$ cat config.mk
export PLATFORM = sky130hd
export DESIGN_NAME = keypoint_collector
export DESIGN_NICKNAME = d
export VERILOG_FILES = /design/src/rtl/keypoint_collector.sv
export SDC_FILE = /design/constraint.sdc
export NUM_CORES = 1
export LEC_CHECK = 0
export ABC_AREA = 1
export BUFFER_PORTS_ARGS = -buffer_cell sky130_fd_sc_hd__buf_2
export CAP_MARGIN = 25
export CORE_ASPECT_RATIO = 0.6
export CORE_MARGIN = 5
export CORE_UTILIZATION = 35
export CTS_CLUSTER_SIZE = 40
export DETAILED_ROUTE_END_ITERATION = 10
export MAX_ROUTING_LAYER = met4
export PLACE_DENSITY = 0.49
export SYNTH_ARGS = -nofsm -noshare
export SYNTH_HDL_FRONTEND = slang
export SYNTH_SLANG_ARGS = --single-unit
$ cat constraint.sdc
create_clock -name i_clk -period 2.15 [get_ports i_clk]
set_input_delay 0.5375 -clock i_clk [delete_from_list [all_inputs] [get_ports i_clk]]
set_output_delay 0.5375 -clock i_clk [all_outputs]
set_load 0.005 [all_outputs]
$ cat src/rtl/keypoint_collector.sv
// Turns the dense NMS pixel stream into a sparse keypoint list with raster coordinates,
// buffered in a small FIFO and drained over valid/ready. Tracks per-frame count, drops and done.
//
//  state     | meaning
//  ----------+-------------------------------------------------------------
//  S_IDLE    | no frame in progress; i_valid ignored
//  S_SKIP    | discarding upstream pipeline-fill beats before pixel (0,0)
//  S_COLLECT | each i_valid beat is one raster pixel; flagged pixels pushed
//  S_DRAIN   | frame scanned; waiting for the consumer to empty the FIFO
//  S_DONE    | o_frame_done high for this one cycle
module keypoint_collector #(
    parameter int WIDTH      = 640,
    parameter int HEIGHT     = 480,
    parameter int PIX_DELAY  = 0,
    parameter int FIFO_DEPTH = 16,
    parameter int MAX_KP     = 1023
) (
    input  logic        i_clk,
    input  logic        i_rst_n,
    input  logic        i_frame_start,
    input  logic        i_valid,
    input  logic        i_flag,
    input  logic [7:0]  i_score,
    input  logic [15:0] i_depth,
    output logic        o_kp_valid,
    input  logic        i_kp_ready,
    output logic [9:0]  o_kp_x,
    output logic [8:0]  o_kp_y,
    output logic [7:0]  o_kp_score,
    output logic [15:0] o_kp_depth,
    output logic [9:0]  o_kp_count,
    output logic [9:0]  o_drop_cnt,
    output logic        o_frame_done
);

    localparam int AW = $clog2(FIFO_DEPTH);
    localparam int SW = (PIX_DELAY > 1) ? $clog2(PIX_DELAY + 1) : 1;
    localparam int EW = 10 + 9 + 8 + 16;
    localparam logic [AW:0] PTR_ONE = (AW + 1)'(1);

    typedef enum logic [2:0] {S_IDLE, S_SKIP, S_COLLECT, S_DRAIN, S_DONE} state_t;

    state_t        state_q, state_d;
    logic [SW-1:0] skip_q, skip_d;
    logic [9:0]    x_q, x_d;
    logic [8:0]    y_q, y_d;
    logic [AW:0]   wr_q, wr_d, rd_q, rd_d;
    logic [EW-1:0] mem_q [FIFO_DEPTH];
    logic [EW-1:0] mem_d [FIFO_DEPTH];
    logic [9:0]    kp_count_q, kp_count_d;
    logic [9:0]    drop_cnt_q, drop_cnt_d;
    logic          frame_done_q, frame_done_d;

    logic empty, full, pop, push;

    // Extra pointer bit distinguishes full from empty when the indices match.
    assign empty = (wr_q == rd_q);
    assign full  = (wr_q[AW] != rd_q[AW]) && (wr_q[AW-1:0] == rd_q[AW-1:0]);
    assign pop   = !empty && i_kp_ready;

    always_comb begin
        state_d      = state_q;
        skip_d       = skip_q;
        x_d          = x_q;
        y_d          = y_q;
        wr_d         = wr_q;
        rd_d         = rd_q;
        mem_d        = mem_q;
        kp_count_d   = kp_count_q;
        drop_cnt_d   = drop_cnt_q;
        frame_done_d = 1'b0;
        push         = 1'b0;

        if (i_frame_start) begin
            state_d    = (PIX_DELAY > 0) ? S_SKIP : S_COLLECT;
            skip_d     = SW'(PIX_DELAY);
            x_d        = '0;
            y_d        = '0;
            wr_d       = '0;
            rd_d       = '0;
            kp_count_d = '0;
            drop_cnt_d = '0;
        end else begin
            if (pop) begin
                rd_d = rd_q + PTR_ONE;
            end
            unique case (state_q)
                S_SKIP: begin
                    if (i_valid) begin
                        if (skip_q <= SW'(1)) begin
                            state_d = S_COLLECT;
                        end else begin
                            skip_d = skip_q - SW'(1);
                        end
                    end
                end
                S_COLLECT: begin
                    if (i_valid) begin
                        if (i_flag) begin
                            // A pop in the same cycle frees the slot this push needs.
                            if ((kp_count_q < 10'(MAX_KP)) && (!full || pop)) begin
                                push = 1'b1;
                            end else if (drop_cnt_q != 10'h3ff) begin
                                drop_cnt_d = drop_cnt_q + 10'd1;
                            end
                        end
                        if (x_q == 10'(WIDTH - 1)) begin
                            x_d = '0;
                            if (y_q == 9'(HEIGHT - 1)) begin
                                state_d = S_DRAIN;
                            end else begin
                                y_d = y_q + 9'd1;
                            end
                        end else begin
                            x_d = x_q + 10'd1;
                        end
                    end
                end
                S_DRAIN: begin
                    if (empty) begin
                        state_d      = S_DONE;
                        frame_done_d = 1'b1;
                    end
                end
                S_DONE:  state_d = S_IDLE;
                default: state_d = S_IDLE;
            endcase

            if (push) begin
                mem_d[wr_q[AW-1:0]] = {x_q, y_q, i_score, i_depth};
                wr_d                = wr_q + PTR_ONE;
                kp_count_d          = kp_count_q + 10'd1;
            end
        end
    end

    always_ff @(posedge i_clk or negedge i_rst_n) begin
        if (!i_rst_n) begin
            state_q      <= S_IDLE;
            skip_q       <= '0;
            x_q          <= '0;
            y_q          <= '0;
            wr_q         <= '0;
            rd_q         <= '0;
            kp_count_q   <= '0;
            drop_cnt_q   <= '0;
            frame_done_q <= 1'b0;
            for (int i = 0; i < FIFO_DEPTH; i++) begin
                mem_q[i] <= '0;
            end
        end else begin
            state_q      <= state_d;
            skip_q       <= skip_d;
            x_q          <= x_d;
            y_q          <= y_d;
            wr_q         <= wr_d;
            rd_q         <= rd_d;
            kp_count_q   <= kp_count_d;
            drop_cnt_q   <= drop_cnt_d;
            frame_done_q <= frame_done_d;
            mem_q        <= mem_d;
        end
    end

    assign o_kp_valid = !empty;
    assign {o_kp_x, o_kp_y, o_kp_score, o_kp_depth} = mem_q[rd_q[AW-1:0]];
    assign o_kp_count   = kp_count_q;
    assign o_drop_cnt   = drop_cnt_q;
    assign o_frame_done = frame_done_q;

endmodule

* Word-level counts from Yosys, hierarchy flattened *
Cells that the tools add are included.

operators by class
  equality and inequality tests = 18
  reduce and logical (&&, ||, !) cells = 21
  order comparisons = 5
  $add $sub $neg = 7
  bitwise gates (word level) = 3
  muxes and demuxes = 47

operator list
  cell                                                      count
  bitwise mux 688 bit                                       1
  binary-select mux 43 bit (select 4 bit)                   1
  demux 43 bit (select 4 bit)                               1
  two-way mux 43 bit                                        3
  two-way mux 10 bit                                        12
  two-way mux 9 bit                                         5
  adder 10 x 1 -> 10 bit, second input constant             3
  two-way mux 3 bit                                         7
  two-way mux 5 bit                                         4
  inequality test 3 bit, second input constant              6
  nonzero test 2 bit                                        8
  two-way mux 1 bit                                         12
  adder 5 x 1 -> 5 bit, second input constant               2
  == test 10 bit, second input constant                     1
  greater-or-equal comparator 5 bit, second input constant  2
  < comparator 10 bit, second input constant                1
  inequality test 10 bit, second input constant             1
  inverter 4 -> 5 bit                                       2
  adder 9 x 1 -> 9 bit, second input constant               1
  == test 9 bit, second input constant                      1
  one-hot mux 3 bit (3 select lines)                        1
  == test 3 x 2 -> 1 bit, second input constant             2
  inequality test 2 bit, second input constant              3
  AND reduction 6 bit                                       1
  other kinds (15)                                          20

storage, ports and cells
  register bits = 742
  word-level logic and storage cells = 126
  output and inout bits = 65

* Logic depth before layout (Yosys ltp) *
  depth after elaboration = 12
  depth in mapped cells = 12

* Worst setup path after synthesis *
Ideal clock, no wire load.

  kind = register to output
  start point = register rd_q[0]
  end point = output o_kp_x[2]
  slack = 0.011 ns
  data arrival time = 1.601 ns
  buffers on the path = 3
  cell stages (with the launch flop) = 10
  required time = 1.612 ns
  cells stage by stage = dfrtp_1 -> inv_2 -> buf_2 -> clkbuf_1 -> clkbuf_1 -> a21oi_1 -> o21ai_0 -> nand3_1 -> nand3_1 -> nand3_1

on the way
  longest elaborated chain between the ends = 4

ends and longest elaborated chain
  what                                                   line  RTL
  from (decl)                                            47    logic [AW:0] wr_q, wr_d, rd_q, rd_d;
  from (signal assigned)                                 157   rd_q <= rd_d;
  inverter 4 -> 5 bit (implied by the code)              166   assign {o_kp_x, o_kp_y, o_kp_score, o_kp_depth} = mem_q[rd_q[AW-1:0]];
  binary-select mux 43 bit (select 4 bit)                166
  two-way mux 43 bit (implied by the code) (2 in a row)  166
  to (decl)                                              27    output logic [9:0] o_kp_x,

Every way passes these cells. The select of a mux whose other input is x is not followed.

* Worst setup path after layout *
  start point = register rd_q[0]
  end point = output o_kp_y[7]

on the way
  longest elaborated chain between the ends = 4

ends and longest elaborated chain
  what                                                   line  RTL
  inverter 4 -> 5 bit (implied by the code)              166
  binary-select mux 43 bit (select 4 bit)                166
  two-way mux 43 bit (implied by the code) (2 in a row)  166
  to (decl)                                              28    output logic [8:0] o_kp_y,

Every way passes these cells. The select of a mux whose other input is x is not followed.

==> run_results.csv <==
group,metric,value,unit
timing,period_share,141,%
run,drv.max_cap_violation_count,0,
drt,drt-initial-drc-count,4843,
drt,drt-pass1-iter-count,6,
finish,multiInputGateArea,19600,µm²
drt,via_per_inst,5.57,
timing,setup_tns,-371.74,ns
logic_synthesis,yosysTopAreaCellShare,44.7,%
hold_path,hold-path-endpoint,"state_q[1]$_DFFE_PN0P_",
floorplanning,die_x,454,µm
finish,final_common_cell,"nand2_1",
logic_synthesis,yosysSeqAreaShare,44.7,%
timing,period_minus_slack,3.04,ns
timing,hold_violations,0,
logic_synthesis,synth-warning-count,0,
timing,clock_skew,0.0385,ns
timing,fin_ws,-0.890,ns
critical_path,cpMostUsedCell,"buf_12",
cts,cts_tree,"yes",
floorplanning,ios,95,
hold_path,min-delay-start,"i_valid",
drt,ant_nets,0,
finish,fill_cells,11200,
cts,cts.sinks,741,
timing,maxSlewHeadroom,66.6,%
finish,utilization,47.9,%
placed_design,dpl.hpwl,100000,µm
outcome,failed_checks,"negative setup slack",
global_routing,antenna_found_initial,17,
cts,cts_htree_levels,3,
drt,drc,0,
critical_path,critPathCaptureType,"output port",
finish,area_growth,35.4,%
logic_synthesis,synth-seq-cells,741,
critical_path,r2r_end,"mem_q[669]$_DFFE_PN0P_",
critical_path,max_stage_delay,0.44,ns
critical_path,worst-path-buf-inv,6,
logic_synthesis,synth_top_area_cell,"dfrtp_1",
cts,cts.reportedPaths.clkPinSlew,0.07,ns
critical_path,arrival,2.50,ns
drt,routedWlPerCell,25.6,µm
logic_synthesis,ys.flop_type,"dfrtp_1",
drt,vias,40900,
critical_path,r2r_slack,-0.62,ns
power,powerDensity,958,nW/µm²
global_routing,grt_max_degree,78,
global_routing,grt_overflow_total,0,
critical_path,cp_cell_sequence,"buf_12, clkinv_16, buf_12, buf_12, buf_16, a21oi_2, o21ai_1, nand3_1, nand3_2, nand3_2, buf_6",
critical_path,start_kind,"register",
critical_path,critical_path_class,"register to output port",
floorplanning,initial_core_util,35.4,%
power,finalPower,53800,µW
floorplanning,rows,97,
cts,clk_latency,0.72,ns
floorplanning,die_h,277,µm
finish,nets,5725,
power,p_leak,0.0254,µW
finish,layout_common_cells,"969 x nand2_1, 755 x nand3_1, 738 x dfrtp_1",
logic_synthesis,syn_area,41500,µm²
logic_synthesis,yosysUniqueCellTypes,34,
timing,tightest_slew,0.501,ns
finish,regArea,18600,µm²
logic_synthesis,synth_fp_nets,5495,
critical_path,crit_path_max_fanout,8,
cts,clockBufferDepth,3,
logic_synthesis,syn_avg_cell_area,7.60,µm²
global_routing,grt_pass1_vias,37700,
cts,cts_inserted_buffers,81,
timing,setup_violations,762,
critical_path,cp_slowest_cell,"dfrtp_4",
floorplanning,dieArea,126000,µm²
placed_design,port_buffers,94,
floorplanning,fp.coreArea,117000,µm²
critical_path,rr_worst_depth,19,
hold_path,whs_path_depth,4,
critical_path,path_delay_family,"buffers and inverters",
outcome,status,"complete, but fails checks",
finish,drive_gt1_share,19.9,%
cts,cts_root_buf,"clkbuf_16",
critical_path,r2r-start,"rd_q[0]$_DFFE_PN0P_",
global_routing,grtUsageTotal,29.0,%
global_routing,grt_pass1_wl,268000,µm
timing,max_freq,329,MHz
logic_synthesis,async_reset_ff_share,100,%
drt,routed_wl,188000,µm
power,irDropWorstVdd,0.711,mV
timing,final_max_slew_viol_count,0,
logic_synthesis,synth_cells,5456,
timing,grt_setup_unrepaired,"true",
hold_path,hp-class,"input port to register",
placed_design,pre_cts_slack,-0.299,ns
logic_synthesis,synth-edff-count,0,
timing,worst_hold_slack,0.214,ns
placed_design,place.gp.congestion,0.838,
logic_synthesis,yosys-top-cells-area,"dfrtp_1 45%, o21bai_1 12%, nand3_1 11%",
critical_path,critPathRequiredTime,1.61,ns
-- flip-flops by register name (all words and copies together) (netlist names) --
register	count
mem_q	688
o_drop_cnt	10
o_frame_done	1
o_kp_count	10
rd_q	5
state_q	3
wr_q	5
x_q	10
y_q	9
-- per-layer routing --
metal / track usage [%] / wire [µm] / vias up
li1: - / - / 18300
met1: 43.0 / 85000 / 20300
met2: 40.9 / 80100 / 2008
met3: 4.89 / 17700 / 329
met4: 7.05 / 5350 / 0
met5: - / 0 / -
-- worst min-delay path: stages --
cell and delay (ns):
buf_2 0.12, buf_4 0.12, o31ai_1 0.07, inv_1 0.05
-- layout make-up --
type                       instances  share of cell area, %
clock inverter                    27                  0.702
multi-input combinational       3446                   34.9
inverter                         755                   5.12
clock buffer                     119                   4.26
tap                             1584                   3.53
antenna                           11                 0.0490
timing repair buffer             659                   18.4
timing repair inverter             2                 0.0446
sequential                       741                   33.1
-- how the worst max path moves through the flow --
stage / start / end / cells after the start
finish: rd_q[0]$_DFFE_PN0P_ / o_kp_y[7] / 11
global route: rd_q[0]$_DFFE_PN0P_ / o_kp_y[7] / 11
CTS: rd_q[1]$_DFFE_PN0P_ / o_kp_x[9] / 10
detailed placement: rd_q[0]$_DFFE_PN0P_ / mem_q[242]$_DFFE_PN0P_ / 12
global placement: rd_q[0]$_DFFE_PN0P_ / mem_q[242]$_DFFE_PN0P_ / 12
floorplan: rd_q[0]$_DFFE_PN0P_ / o_kp_x[2] / 9
-- logic make-up (layout without fill, tap and decap cells) --
group           Yosys count  in the layout  synth area share [%]
simple gates           2002           2002                  21.1
fa+ha+maj                 9              9                 0.272
mux                       1              1                0.0241
other cells               0             11                     0
buf+inv                1269           1562                  12.2
flops                   741            741                  44.7
xor+xnor                 21             21                 0.444
compound gates         1413           1413                  21.3
-- what timing repair did --
action,in CTS,in global routing
hold endpoints to repair,12,0
hold buffers,1,0
cloned,86,67
resized for setup,372,447
pin swaps,65,190
setup endpoints to repair,743,765
setup buffers,57,47
-- synth_stat cells (2+ instances only) --
library cell and count:
xnor2_1 5, buf_4 17, and3_1 2, clkinv_1 15, nand4_1 8, buf_1 45, nor2_1 64, ha_1 9
buf_2 100, nand2_1 997, xor2_1 16, o21ai_1 2, o21bai_1 688, a21oi_1 351, inv_1 731, nor2_2 15
buf_6 13, nor3_1 12, dfrtp_1 741, inv_2 9, clkbuf_1 339, o31ai_1 3, nor3b_1 4, nand3_1 896
o21ai_0 365
-- report_power, final --
part / internal [µW] / leakage, µW / total (µW) / switching, µW
Sequential: 15300 / 0.00705 / 15800 / 592
Clock: 8700 / 0.00138 / 15300 / 6550
Combinational: 9940 / 0.0170 / 22700 / 12700
-- metrics by stage --
| stage | instances | cell area, µm² |
|---|---|---|
| after floorplan | 5456 | 41500 |
| after global placement | 6951 | 46000 |
| after detailed placement | 6951 | 46000 |
| after CTS | 7241 | 53000 |
| after global routing | 7343 | 56100 |
| final | 7344 | 56100 |
(Power assumes the default switching activity.)
